$ cat config.mk
export PLATFORM = sky130hd
export DESIGN_NAME = sm_debug_ctrl
export DESIGN_NICKNAME = d
export VERILOG_FILES = /design/src/rtl/sm_debug_ctrl_pkg.sv /design/src/rtl/sm_debug_bp.sv /design/src/rtl/sm_debug_ctrl.sv
export SDC_FILE = /design/constraint.sdc
export NUM_CORES = 1
export LEC_CHECK = 0
export ABC_AREA = 1
export ABC_CLOCK_PERIOD_IN_PS = 2000
export CORE_ASPECT_RATIO = 0.6
export CORE_MARGIN = 10
export CORE_UTILIZATION = 63
export CTS_CLUSTER_DIAMETER = 50
export CTS_CLUSTER_SIZE = 40
export DETAILED_ROUTE_END_ITERATION = 8
export DONT_BUFFER_PORTS = 1
export PLACE_DENSITY = 0.83
export RECOVER_POWER = 50
export SLEW_MARGIN = 20
export SYNTH_ARGS = -nofsm -noshare
export SYNTH_HDL_FRONTEND = slang
export SYNTH_SLANG_ARGS = --single-unit
$ cat constraint.sdc
create_clock -name clk -period 2 [get_ports clk]
set_clock_uncertainty 0.1 [all_clocks]
set_input_delay 0.4 -clock clk [delete_from_list [all_inputs] [get_ports clk]]
set_output_delay 0.4 -clock clk [all_outputs]
set_load 0.005 [all_outputs]
$ cat src/rtl/sm_debug_ctrl_pkg.sv
// ---------------------------------------------------------------------------
// sm_debug_ctrl_pkg
// Shared constants for the schoolMIPS run-control sequencer:
//   DBG_OP_*     command opcodes carried on cmdOp
//   DBG_CAUSE_*  codes reported on haltCause
//   dbg_state_e  sequencer state encoding (DBG_ST_HALT / RUN / STEP)
// Imported by sm_debug_ctrl and sm_debug_bp.
// ---------------------------------------------------------------------------
package sm_debug_ctrl_pkg;

   localparam logic [2:0] DBG_OP_NOP    = 3'b000;
   localparam logic [2:0] DBG_OP_HALT   = 3'b001;
   localparam logic [2:0] DBG_OP_RUN    = 3'b010;
   localparam logic [2:0] DBG_OP_STEP   = 3'b011;
   localparam logic [2:0] DBG_OP_SET_BP = 3'b100;
   localparam logic [2:0] DBG_OP_CLR_BP = 3'b101;

   localparam logic [1:0] DBG_CAUSE_RESET = 2'b00;
   localparam logic [1:0] DBG_CAUSE_HALT  = 2'b01;
   localparam logic [1:0] DBG_CAUSE_STEP  = 2'b10;
   localparam logic [1:0] DBG_CAUSE_BP    = 2'b11;

   typedef enum logic [1:0] {
      DBG_ST_HALT = 2'b00,
      DBG_ST_RUN  = 2'b01,
      DBG_ST_STEP = 2'b10
   } dbg_state_e;

   // Commands that take the core out of HALT; leaving HALT with one of
   // these arms the breakpoint skip so the resumed instruction executes.
   function automatic logic op_resumes(input logic [2:0] op);
      return (op == DBG_OP_RUN) || (op == DBG_OP_STEP);
   endfunction

endpackage

$ cat src/rtl/sm_debug_bp.sv
// ---------------------------------------------------------------------------
// sm_debug_bp
// Single instruction-address breakpoint: address/valid registers, a full
// 32-bit comparator against the CPU's pc, and the skip flag that lets a
// resumed core execute the instruction it stopped on.
// Ports:
//   clk, rst_n  core clock, asynchronous active-low reset
//   set_bp      load addr into the breakpoint and mark it valid
//   clr_bp      invalidate the breakpoint
//   addr        breakpoint word address (used with set_bp)
//   pc          current instruction word address
//   active      sequencer is in RUN or STEP
//   resume      sequencer is leaving HALT this cycle
//   cpu_en      the core retires an instruction this cycle
//   bp_hit      breakpoint matches the current instruction (combinational)
// ---------------------------------------------------------------------------
module sm_debug_bp
   import sm_debug_ctrl_pkg::*;
(
   input  logic        clk,
   input  logic        rst_n,
   input  logic        set_bp,
   input  logic        clr_bp,
   input  logic [31:0] addr,
   input  logic [31:0] pc,
   input  logic        active,
   input  logic        resume,
   input  logic        cpu_en,
   output logic        bp_hit
);

   logic [31:0] bp_addr;
   logic        bp_valid;
   logic        skip_bp;

   always_ff @(posedge clk or negedge rst_n) begin
      if (!rst_n) begin
         bp_addr  <= '0;
         bp_valid <= 1'b0;
      end else if (set_bp) begin
         bp_addr  <= addr;
         bp_valid <= 1'b1;
      end else if (clr_bp) begin
         bp_valid <= 1'b0;
      end
   end

   // Skip covers exactly the first retired instruction after a resume, so
   // restarting on the breakpoint address steps over it once.
   always_ff @(posedge clk or negedge rst_n) begin
      if (!rst_n) begin
         skip_bp <= 1'b0;
      end else if (resume) begin
         skip_bp <= 1'b1;
      end else if (cpu_en) begin
         skip_bp <= 1'b0;
      end
   end

   assign bp_hit = bp_valid && (pc == bp_addr) && !skip_bp && active;

endmodule

$ cat src/rtl/sm_debug_ctrl.sv
// ---------------------------------------------------------------------------
// sm_debug_ctrl
// Run-control sequencer for the schoolMIPS single-cycle core. Produces
// cpuEn, which gates the PC update and register-file write in sm_cpu, and
// executes HALT / RUN / STEP / SET_BP / CLR_BP debug commands.
//
// Build option: SM_DEBUG_BREAKPOINT_EN
//   defined   -> sm_debug_bp is built; SET_BP/CLR_BP program a breakpoint.
//   undefined -> no breakpoint hardware; SET_BP/CLR_BP behave as NOP.
//
// Parameters:
//   STEP_W     width of the step counter (STEP count = cmdArg[STEP_W-1:0])
//   RESET_RUN  1: leave reset in RUN, 0: leave reset in HALT
// Ports:
//   clk, rst_n  core clock, asynchronous active-low reset
//   cmdValid    command present            (in)
//   cmdReady    command can be accepted    (out)
//   cmdOp       command opcode, 3 bits     (in)
//   cmdArg      step count / bp address    (in)
//   haltReq     level halt request, highest priority (in)
//   pc          CPU instruction word address (in)
//   cpuEn       core retires the instruction at pc this cycle (out)
//   halted      sequencer is in HALT       (out)
//   haltCause   reason for the last entry into HALT (out)
//   stepCnt     instructions left in the current STEP (out)
//   dbgState    current sequencer state    (out, observation only)
//
// Command handshake: a command transfers on the rising clock edge where
// cmdValid and cmdReady are both 1. cmdReady is low during STEP and in any
// cycle where haltReq or a breakpoint hit forces HALT; a producer holds
// cmdValid/cmdOp/cmdArg stable until the transfer edge.
// ---------------------------------------------------------------------------
module sm_debug_ctrl
   import sm_debug_ctrl_pkg::*;
#(
   parameter int unsigned STEP_W    = 16,
   parameter bit          RESET_RUN = 1'b1
) (
   input  logic              clk,
   input  logic              rst_n,
   input  logic              cmdValid,
   output logic              cmdReady,
   input  logic [2:0]        cmdOp,
   input  logic [31:0]       cmdArg,
   input  logic              haltReq,
   input  logic [31:0]       pc,
   output logic              cpuEn,
   output logic              halted,
   output logic [1:0]        haltCause,
   output logic [STEP_W-1:0] stepCnt,
   output dbg_state_e        dbgState
);

   localparam dbg_state_e        RESET_STATE = RESET_RUN ? DBG_ST_RUN : DBG_ST_HALT;
   localparam logic [STEP_W-1:0] STEP_ONE    = STEP_W'(1);

   dbg_state_e        state, state_n;
   logic [1:0]        cause, cause_n;
   logic [STEP_W-1:0] step_cnt, step_cnt_n;

   logic              active;
   logic              bp_hit;
   logic              cpu_en;
   logic              cmd_ready;
   logic              cmd_fire;
   logic              resume;
   logic [STEP_W-1:0] step_arg;
   logic [STEP_W-1:0] step_load;

   // Upper cmdArg bits (and pc when no breakpoint is built) have no reader.
   logic              unused_inputs;
   assign unused_inputs = ^{pc, cmdArg};

   assign active    = (state != DBG_ST_HALT);
   assign cpu_en    = active && !haltReq && !bp_hit;
   assign cmd_ready = !haltReq && !bp_hit && (state != DBG_ST_STEP);
   assign cmd_fire  = cmdValid && cmd_ready;
   assign resume    = cmd_fire && !active && op_resumes(cmdOp);

   // A zero step count would otherwise park the core in STEP forever.
   assign step_arg  = cmdArg[STEP_W-1:0];
   assign step_load = (step_arg == '0) ? STEP_ONE : step_arg;

`ifdef SM_DEBUG_BREAKPOINT_EN
   logic set_bp;
   logic clr_bp;

   assign set_bp = cmd_fire && (cmdOp == DBG_OP_SET_BP);
   assign clr_bp = cmd_fire && (cmdOp == DBG_OP_CLR_BP);

   sm_debug_bp u_bp (
      .clk    (clk),
      .rst_n  (rst_n),
      .set_bp (set_bp),
      .clr_bp (clr_bp),
      .addr   (cmdArg),
      .pc     (pc),
      .active (active),
      .resume (resume),
      .cpu_en (cpu_en),
      .bp_hit (bp_hit)
   );
`else
   logic unused_resume;
   assign unused_resume = resume;
   assign bp_hit        = 1'b0;
`endif

   always_ff @(posedge clk or negedge rst_n) begin
      if (!rst_n) begin
         state    <= RESET_STATE;
         cause    <= DBG_CAUSE_RESET;
         step_cnt <= '0;
      end else begin
         state    <= state_n;
         cause    <= cause_n;
         step_cnt <= step_cnt_n;
      end
   end

   // Priority: haltReq > breakpoint > step expiry > command.
   // haltCause is written only when HALT is entered from RUN/STEP.
   always_comb begin
      state_n    = state;
      cause_n    = cause;
      step_cnt_n = step_cnt;

      if (haltReq) begin
         state_n = DBG_ST_HALT;
         if (active) begin
            cause_n = DBG_CAUSE_HALT;
         end
      end else if (bp_hit) begin
         state_n = DBG_ST_HALT;
         cause_n = DBG_CAUSE_BP;
      end else begin
         // Here cpu_en is 1 whenever state is STEP; the count never wraps.
         if ((state == DBG_ST_STEP) && (step_cnt != '0)) begin
            if (step_cnt == STEP_ONE) begin
               state_n    = DBG_ST_HALT;
               cause_n    = DBG_CAUSE_STEP;
               step_cnt_n = '0;
            end else begin
               step_cnt_n = step_cnt - STEP_ONE;
            end
         end

         // cmd_fire is never set in STEP, so it cannot collide with expiry.
         if (cmd_fire) begin
            case (cmdOp)
               DBG_OP_HALT: begin
                  state_n = DBG_ST_HALT;
                  if (active) begin
                     cause_n = DBG_CAUSE_HALT;
                  end
               end
               DBG_OP_RUN: begin
                  state_n = DBG_ST_RUN;
               end
               DBG_OP_STEP: begin
                  state_n    = DBG_ST_STEP;
                  step_cnt_n = step_load;
               end
               DBG_OP_NOP, DBG_OP_SET_BP, DBG_OP_CLR_BP: begin
                  // Breakpoint registers live in sm_debug_bp; state holds.
               end
               default: begin
                  // Reserved opcodes are treated as NOP.
               end
            endcase
         end
      end
   end

   assign cpuEn     = cpu_en;
   assign cmdReady  = cmd_ready;
   assign halted    = (state == DBG_ST_HALT);
   assign haltCause = cause;
   assign stepCnt   = step_cnt;
   assign dbgState  = state;

endmodule

==> summary.md, run 1 <==
| Metric | Value |
|---|---|
| Status | `finished clean` |
| Placement Setup Slack | `0.0560 ns` |
| # fillers | `225` |
| Sequential cell area | `502 um^2` |
| CP bufs+invs | `1` |
| Synth Area in Compound Gates | `13.3%` |
| CTS Root Cell | `clkbuf_8` |
| Layout cell share with drive strength beyond 1 | `17.4%` |
| Sw Share | `38.9%` |
| Number of remaining DRC errors | `0` |
| Critical path class | `reg2reg` |
| Syn avg cell area | `6.45 um^2` |
| Highest Signal Layer | `met4` |
| Synth cell types | `29` |
| Critical Path RT | `2.10 ns` |
| Cell depth of the worst setup path | `10` |
| Routed vias | `1874` |
| Fin. Hold Viols | `0` |
| Die extent in y | `61.4 um` |
| Register bit count reported by yosys | `20` |
| Final #Nets | `367` |
| Post-route ant nets | `0` |
| Final WL | `5130 um` |
| Area Overhead vs Synth | `9.59%` |
| Leak Pwr | `1.01 nW` |
| Top Ports | `94` |
| TritonCTS clock tree | `yes` |
| Multi-input logic area | `0.00109 mm^2` |
| Worst Setup Start Kind | `register` |
| First-pass GRT wire length | `7980 um` |
| Largest net degree at the start of global routing | `32` |
| Wire length per cell | `15.8 um` |
| Flop-to-flop setup slack | `0.05 ns` |
| Post-detail-place hpwl | `3800 um` |
| Synthesized area | `0.00180 mm^2` |
| CP max FO | `10` |
| Worst hold slack | `0.145 ns` |
| Comb power frac | `33.7%` |
| # diodes | `0` |
| Initial core utilization | `69.0%` |
| Vias per inst | `5.77` |
| Max-cap violations | `0` |
| CP startpoint | `stepCnt[1]` |
| Adder-cell area share of the yosys netlist | `1.39%` |
| TNS Setup | `0 ns` |
| Met1 Wirelength | `2200 um` |
| Main combinational cell family by area after synthesis | `simple AND/OR/NAND/NOR gates` |
| Final WS setup | `0.0476 ns` |
| Fmax | `0.512 GHz` |
| Net Sw Power | `0.494 mW` |
| Sequential share of power | `43.2%` |
| Most frequent CP cell | `nor2_4` |
| CP Capture Type | `register` |
| DR pass1 iterations | `5` |
| Final GP Congestion | `0.955` |
| Routed wl met2 | `2260 um` |
| Inserted Clock Buffers | `3` |
| Critical path's slowest cell | `dfrtp_1` |
| CP cell instances | `inv_1 -> ha_2 -> nand2_2 -> nor2_4 -> nand2_4 -> nand2_8 -> nor2_4 -> nor2_4 -> nand3_2 -> a21oi_2` |
| Simple-gate share of the synthesized area | `44.5%` |
| Clock share of power | `23.0%` |
| Final setup fails | `0` |
| Die area | `0.00547 mm^2` |
| H-tree Lvls | `1` |
| Synth Area in XOR/XNOR | `0%` |
| Mux share of post-synthesis cell area | `0%` |
| Register area share after synthesis | `27.9%` |
| Fin. max-slew vios | `0` |
| Clock transition at path regs | `0.08 ns` |
| Worst Path Arrival | `2.05 ns` |
| Reg-to-reg startpoint | `stepCnt[1]` |
| Max_slew headroom | `36.9%` |
| Number of port buffers | `0` |
| Clock buffer depth | `2` |
| CP peak stage delay | `0.42 ns` |
| Initial antenna violation count | `0` |
| Pwr/cell area | `643 mW/mm^2` |
| Reg2reg end | `stepCnt[10]` |
| Critical Path Sink | `stepCnt[10]` |
| FP Rows | `14` |
| Metal3 WL | `620 um` |
| Starting DRT DRC Count | `163` |
| Worst-margin pin slew | `0.944 ns` |
| Tcrit/Tclk final | `97.6%` |
| Pint | `0.775 mW` |
| Worst ir drop on vdd | `0.331 mV` |
| Mapped Cells | `279` |
| YS warnings | `0` |
| Vias in the first global route | `1635` |
| GR Overflow Total | `0` |
| Overall Global Routing Usage | `18.7%` |
| Pwr Total | `1.27 mW` |
| Clk sinks | `20` |
| Fin crit period | `1.95 ns` |
| Core area | `0.00261 mm^2` |
| Die Width | `89.0 um` |
| Hold/Removal Path Class | `in2reg` |
| Worst reg-to-reg path cell count | `10` |
| Mapped Nets | `352` |
| Clk_lat worst skew | `0.27 ns` |
| Critical path's top delay family | `simple AND/OR/NAND/NOR gates` |
-- Yosys cell counts (all sizes together) --
master,number,area share (%)
buf,6,2.1
nand4,4,1.4
inv,50,10
dfstp,1,1.5
o21ai,16,4.4
nor3,7,2.6
nand2,66,15
a21oi,17,6.8
o31ai,1,0.42
and2,1,0.35
and3,1,0.35
clkbuf,2,0.42
dfrtp,19,26
o21bai,4,1.7
nor2,47,12
ha,2,1.4
nand3,35,12
-- power by group through the flow --
stage | sequential (mW) | combinational [mW] | clock, mW
2_1_floorplan | 0.568 | 0.279 | 0
3_3_place_gp | 0.555 | 0.423 | 0
3_5_place_dp | 0.559 | 0.435 | 0
4_1_cts | 0.551 | 0.447 | 0.295
5_1_grt | 0.561 | 0.482 | 0.310
6_report | 0.549 | 0.428 | 0.292
-- cells by family after synthesis --
| kind of cell | count (synthesis) |
|---|---|
| and+or+nand+nor | 161 |
| AOI/OAI and AO/OA | 38 |
| DFF | 20 |
| adders and majority gates | 2 |
| buffers and inverters | 58 |
-- through the flow --
step / cells / instance area [um^2] / utilization [%]
after floorplan: 279 / 1800 / -
after global placement: 317 / 1900 / 72.8
after detailed placement: 317 / 1900 / 72.8
after CTS: 322 / 1960 / 74.9
after global routing: 325 / 1970 / 75.6
final: 325 / 1970 / 75.6
-- cells in the final DEF (no fill, tap or decap), drive strengths merged --
cell         instances
o21ai               16
dfrtp               19
a21oi               17
inv                 50
dfstp                1
nand4                4
and3                 1
nor3                 7
ha                   2
o21bai               4
and2                 1
o31ai                1
nand3               35
buf                  8
nor2                48
clkbuf              12
nand2               66
dlygate4sd3          1
-- how the worst min path moves through the flow --
stage / slack (ns) / endpoint / cells after the start / startpoint
5_1_grt: 0.15 / stepCnt[0] / 2 / haltReq
2_1_floorplan: 0.004 / dbgState[1] / 0 / rst_n
3_3_place_gp: 0.005 / stepCnt[0] / 0 / rst_n
3_5_place_dp: 0.005 / stepCnt[1] / 0 / rst_n
4_1_cts: 0.14 / stepCnt[0] / 2 / haltReq
6_report: 0.14 / stepCnt[0] / 2 / haltReq
-- worst reg2reg max path, stage by stage, from the launching register on --
cell	delay, ns
dfrtp_1	0.42
inv_1	0.09
ha_2	0.20
nand2_2	0.10
nor2_4	0.15
nand2_4	0.09
nand2_8	0.11
nor2_4	0.09
nor2_4	0.27
nand3_2	0.12
a21oi_2	0.14
-- area by class of cell --
cell class	count	share of cell area (%)
Clock buffer	4	2.28
Inverter	50	9.51
Multi-Input combinational cell	202	55.0
Sequential cell	20	25.4
Tap cell	32	2.03
Timing Repair Buffer	17	5.71
-- registers in the layout, indices dropped and copies added (netlist names) --
register and cells:
dbgState 2, haltCause 2, stepCnt 16
-- metal layers --
metal / global-route usage (%) / up-vias
met3: 6.46 / 9
met4: 3.83 / 0
met1: 24.8 / 853
met5: 0 / -
li1: - / 908
met2: 29.3 / 104
-- timing repair --
item / 4_1_cts / 5_1_grt
buffers inserted: 0 / 2
hold endpoints to repair: 20 / 0
gates resized for setup: 0 / 5
hold buffers: 1 / 0
endpoints found under the setup margin: 0 / 15
(Power assumes the default switching activity.)
==> run 2, diff against run 1 <==
Settings changed: ABC_AREA 1 to unset, CORE_UTILIZATION 63 to 62, PLACE_DENSITY 0.83 to 0.82.
==> summary.md, run 2 <==
| Metric | Value |
|---|---|
| YS warnings | `0` |
| Initial antenna violation count | `1` |
| Mapped Cells | `160` |
| Clk sinks | `20` |
| Synthesized area | `0.00142 mm^2` |
| Worst endpoint type | `register input` |
| Top cell type's share of synthesized area | `33.5%` |
| Register area share after synthesis | `35.3%` |
| Failing step | `global routing` |
| Commonest cells in the netlist | `19 x dfrtp_1, 12 x nand2_1, 10 x nor2_1` |
| Die Width | `81.8 um` |
| Syn avg cell area | `8.88 um^2` |
| CTS Root Cell | `clkbuf_8` |
| Die extent in y | `57.1 um` |
| Status | `did not finish` |
| Clock buffer depth | `2` |
| Error | `[ERROR DPL-0033] detailed placement checks failed during check placement.` |
| Mapped Nets | `233` |
| Area leader, netlist | `dfrtp_1` |
| Initial core utilization | `65.2%` |
| Cell with the most instances after synthesis | `dfrtp_1` |
| Largest net degree at the start of global routing | `32` |
| Synth cell types | `47` |
| Final GP Congestion | `0.913` |
| FP Rows | `13` |
| Number of port buffers | `0` |
| Post-synth ARST share | `100%` |
| Inserted Clock Buffers | `3` |
| Synth Flop Type | `dfrtp_1` |
| Register bit count reported by yosys | `20` |
| GRT worst endpoint | `stepCnt[13]$_DFFE_PN0N_/D` |
| Post-detail-place hpwl | `3880 um` |
| Leading post-synthesis cells by cell area | `dfrtp_1 33%, nor4_1 3.5%, nand2_1 3.2%, a21oi_1 2.8%, a221o_1 2.8%` |
| Post-synth EDFFs | `0` |
| Top Ports | `94` |
| H-tree Lvls | `1` |
==> run 2: changes by cell type after synthesis, sizes merged, moves of 4 or more <==
cell	before	now
a21oi	17	8
a221o	0	4
nor4	0	9
nor4b	0	4
o21ai	16	6
o211ai	0	4
o21bai	4	0
inv	50	8
nor2	47	10
nand3	35	7
nand2	66	12
==> run 2: what timing repair did <==
item,4_1_cts
gates cloned,1
pin swaps,6
hold buffers,1
buffers inserted,1
resized for setup,8
hold endpoints to repair,20
setup endpoints to repair,18
==> run 2: logic make-up after synthesis <==
logic type / after synthesis / share of synthesized area, %
AOI/OAI and AO/OA: 51 / 27.8
adders and majority gates: 2 / 1.76
buffers and inverters: 15 / 5.10
DFF: 20 / 35.3
and+or+nand+nor: 72 / 30.0
==> run 2: per-stage QoR <==
| step | area, um^2 | std cells | worst slack, ns | hold WS, ns | util [%] |
|---|---|---|---|---|---|
| after CTS | 1890 | 233 | -0.301 | 0.0643 | 86.9 |
| after detailed placement | 1770 | 226 | -0.369 | 0.00496 | 81.1 |
| after global placement | 1770 | 226 | -0.354 | 0.00496 | 81.1 |
| after floorplan | 1450 | 160 | -0.197 | 0.00441 | - |
==> run 3, diff against run 2 <==
Settings changed: CORE_AREA set to 10 10 71 73, CORE_ASPECT_RATIO 0.6 to unset, CORE_MARGIN 10 to unset, CORE_UTILIZATION 62 to unset, CTS_CLUSTER_DIAMETER 50 to unset, CTS_CLUSTER_SIZE 40 to unset, DIE_AREA set to 0 0 81 83, PLACE_DENSITY 0.82 to unset, PLACE_DENSITY_LB_ADDON set to 0.15.
==> summary.md, run 3 <==
| Metric | Value |
|---|---|
| Status | `finished, violations left` |
| Violated checks | `setup timing` |
| Register bit count reported by yosys | `20` |
| Layout cell share with drive strength beyond 1 | `36.3%` |
| Worst hold slack | `0.0685 ns` |
| Initial antenna violation count | `0` |
| Fin crit period | `2.29 ns` |
| Net Sw Power | `0.545 mW` |
| Post-route ant nets | `0` |
| Die area | `0.00672 mm^2` |
| Layer with the highest usage | `met2` |
| Commonest non-fill, non-tap cell in the layout | `buf_4` |
| Fmax | `0.437 GHz` |
| Post-synth ARST share | `100%` |
| Mapped Cells | `160` |
| GR Overflow Total | `0` |
| Register area share after synthesis | `35.3%` |
| Final Instance Area | `0.00197 mm^2` |
| Number of remaining DRC errors | `0` |
| CP Capture Type | `register` |
| Vias per inst | `6.26` |
| Post-synth EDFFs | `0` |
| Max-cap violations | `0` |
| Starting DRT DRC Count | `80` |
| Cell with the most instances after synthesis | `dfrtp_1` |
| M2 GR Usage | `22.9%` |
| Top Ports | `94` |
| Worst Path Arrival | `2.34 ns` |
| Worst-margin pin slew | `1.21 ns` |
| Final setup fails | `17` |
| RSZ-0062 raised after global routing | `yes` |
| Top cell type's share of synthesized area | `33.5%` |
| Clk sinks | `20` |
| Final #Nets | `278` |
| TritonCTS clock tree | `yes` |
| Critical path class | `reg2reg` |
| Sequential share of power | `36.5%` |
| Syn avg cell area | `8.88 um^2` |
| Leak Pwr | `0.757 nW` |
| Overall Global Routing Usage | `14.4%` |
| Placed cell area | `0.00177 mm^2` |
| Post-detail-place hpwl | `3730 um` |
| Fin. Hold Viols | `0` |
| FP Rows | `22` |
| Max_slew headroom | `19.6%` |
| Met1 GRT Util | `17.0%` |
| H-tree Lvls | `1` |
| Hold/Removal Path Class | `in2reg` |
| Synth Flop Type | `dfrtp_1` |
| Pwr Total | `1.44 mW` |
| Worst Setup Start Kind | `register` |
| Worst ir drop on vdd | `0.317 mV` |
| # diodes | `0` |
| Synth cell types | `47` |
| Fin. max-slew vios | `0` |
| Vias in the first global route | `1588` |
| Inserted Clock Buffers | `3` |
| Final WS setup | `-0.289 ns` |
| Clock buffer depth | `2` |
| Comb power frac | `43.8%` |
| Final GP Congestion | `0.886` |
| Pwr/cell area | `729 mW/mm^2` |
| Clk_lat worst skew | `0.26 ns` |
| Area leader, netlist | `dfrtp_1` |
| Wire length per cell | `20.1 um` |
| Tcrit/Tclk final | `114%` |
| Sw Share | `38.0%` |
| Clock share of power | `19.7%` |
| Area Overhead vs Synth | `38.6%` |
| Max FFs per register | `16` |
| Largest net degree at the start of global routing | `32` |
| Commonest cells in the netlist | `19 x dfrtp_1, 12 x nand2_1, 10 x nor2_1` |
| Core area | `0.00363 mm^2` |
| Clock transition at path regs | `0.07 ns` |
| CTS Root Cell | `clkbuf_8` |
| CP max FO | `5` |
| Critical Path RT | `2.05 ns` |
| First-pass GRT wire length | `7910 um` |
| Die Width | `81 um` |
| Number of port buffers | `0` |
| Final WL | `5060 um` |
| Commonest cells after routing, fill and taps aside | `41 x buf_4, 19 x dfrtp_1, 12 x nand2_1, 8 x inv_1, 8 x nor2_1` |
| Routed vias | `1578` |
| Mapped Nets | `233` |
| Met3 usage | `5.82%` |
| Leading post-synthesis cells by cell area | `dfrtp_1 33%, nor4_1 3.5%, nand2_1 3.2%, a21oi_1 2.8%, a221o_1 2.8%` |
| YS warnings | `0` |
| Die extent in y | `83 um` |
| Initial core utilization | `39.1%` |
| DR pass1 iterations | `4` |
| Pint | `0.891 mW` |
| Synthesized area | `0.00142 mm^2` |
==> run 3: cell counts after synthesis <==
Identical to the previous run, type by type.
==> run 3: cells by family after synthesis <==
kind of cell | Yosys count | synth area share (%)
AND/OR/NAND/NOR | 72 | 30.0
AO/OA/AOI/OAI | 51 | 27.8
flip-flops | 20 | 35.3
buffers and inverters | 15 | 5.10
adder cells (fa/ha/maj) | 2 | 1.76
==> run 3: repair_timing <==
action,in CTS,in global routing
hold buffers,1,0
buffers inserted,5,1
gates resized for setup,8,15
endpoints found under the setup margin,16,19
hold endpoints to repair,20,0
pin swaps,10,5
==> run 3: final timing paths <==
kind	cells after the start	start	slack (ns)	end
max	6	stepCnt[11]	-0.29	stepCnt[13]
min	1	haltReq	0.07	dbgState[0]
max reg2reg	6	stepCnt[11]	-0.29	stepCnt[13]
min reg2reg	1	haltCause[0]	0.49	haltCause[0]
max in group asynchronous	1	rst_n	0.83	stepCnt[12]
min in group asynchronous	1	rst_n	0.26	stepCnt[3]
==> run 3: routing by layer <==
| metal | share of wire (%) | wire length [um] | vias up |
|---|---|---|---|
| li1 | - | - | 736 |
| met1 | 38 | 1930 | 774 |
| met2 | 49 | 2480 | 63 |
| met3 | 12 | 587 | 5 |
| met4 | 1.1 | 57 | 0 |
| met5 | 0 | 0 | - |
==> run 3: layout make-up <==
cell class / count / area [um^2]
clock buffer: 4 / 45.0
inverter: 8 / 30.0
timing repair buffer: 47 / 354
multi-input combinational: 125 / 978
sequential: 20 / 502
fill: 352 / 1660
tap: 48 / 60.1
==> run 3: stage by stage <==
stage | cells | utilization [%] | setup slack (ns) | TNS, ns
5_1_grt | 252 | 54.2 | -0.402 | -5.43
4_1_cts | 251 | 52.1 | -0.294 | -3.58
3_5_place_dp | 241 | 48.6 | -0.309 | -3.33
2_1_floorplan | 160 | - | -0.197 | -1.93
3_3_place_gp | 241 | 48.6 | -0.288 | -2.98
6_report | 252 | 54.2 | -0.289 | -3.54
==> run 3: worst max-delay path, stage by stage (launching register included) <==
cell     delay [ns]
dfrtp_1        0.38
or4_4          0.56
nor4_4         0.36
a41oi_4        0.16
buf_2          0.19
nor4b_2        0.16
a221o_1        0.26
==> run 3: power groups by stage <==
stage	Sequential, mW	Clock, mW	Combinational [mW]
2_1_floorplan	0.592	0	0.267
4_1_cts	0.524	0.288	0.587
6_report	0.524	0.283	0.629
3_5_place_dp	0.532	0	0.560
5_1_grt	0.531	0.301	0.693
3_3_place_gp	0.530	0	0.548
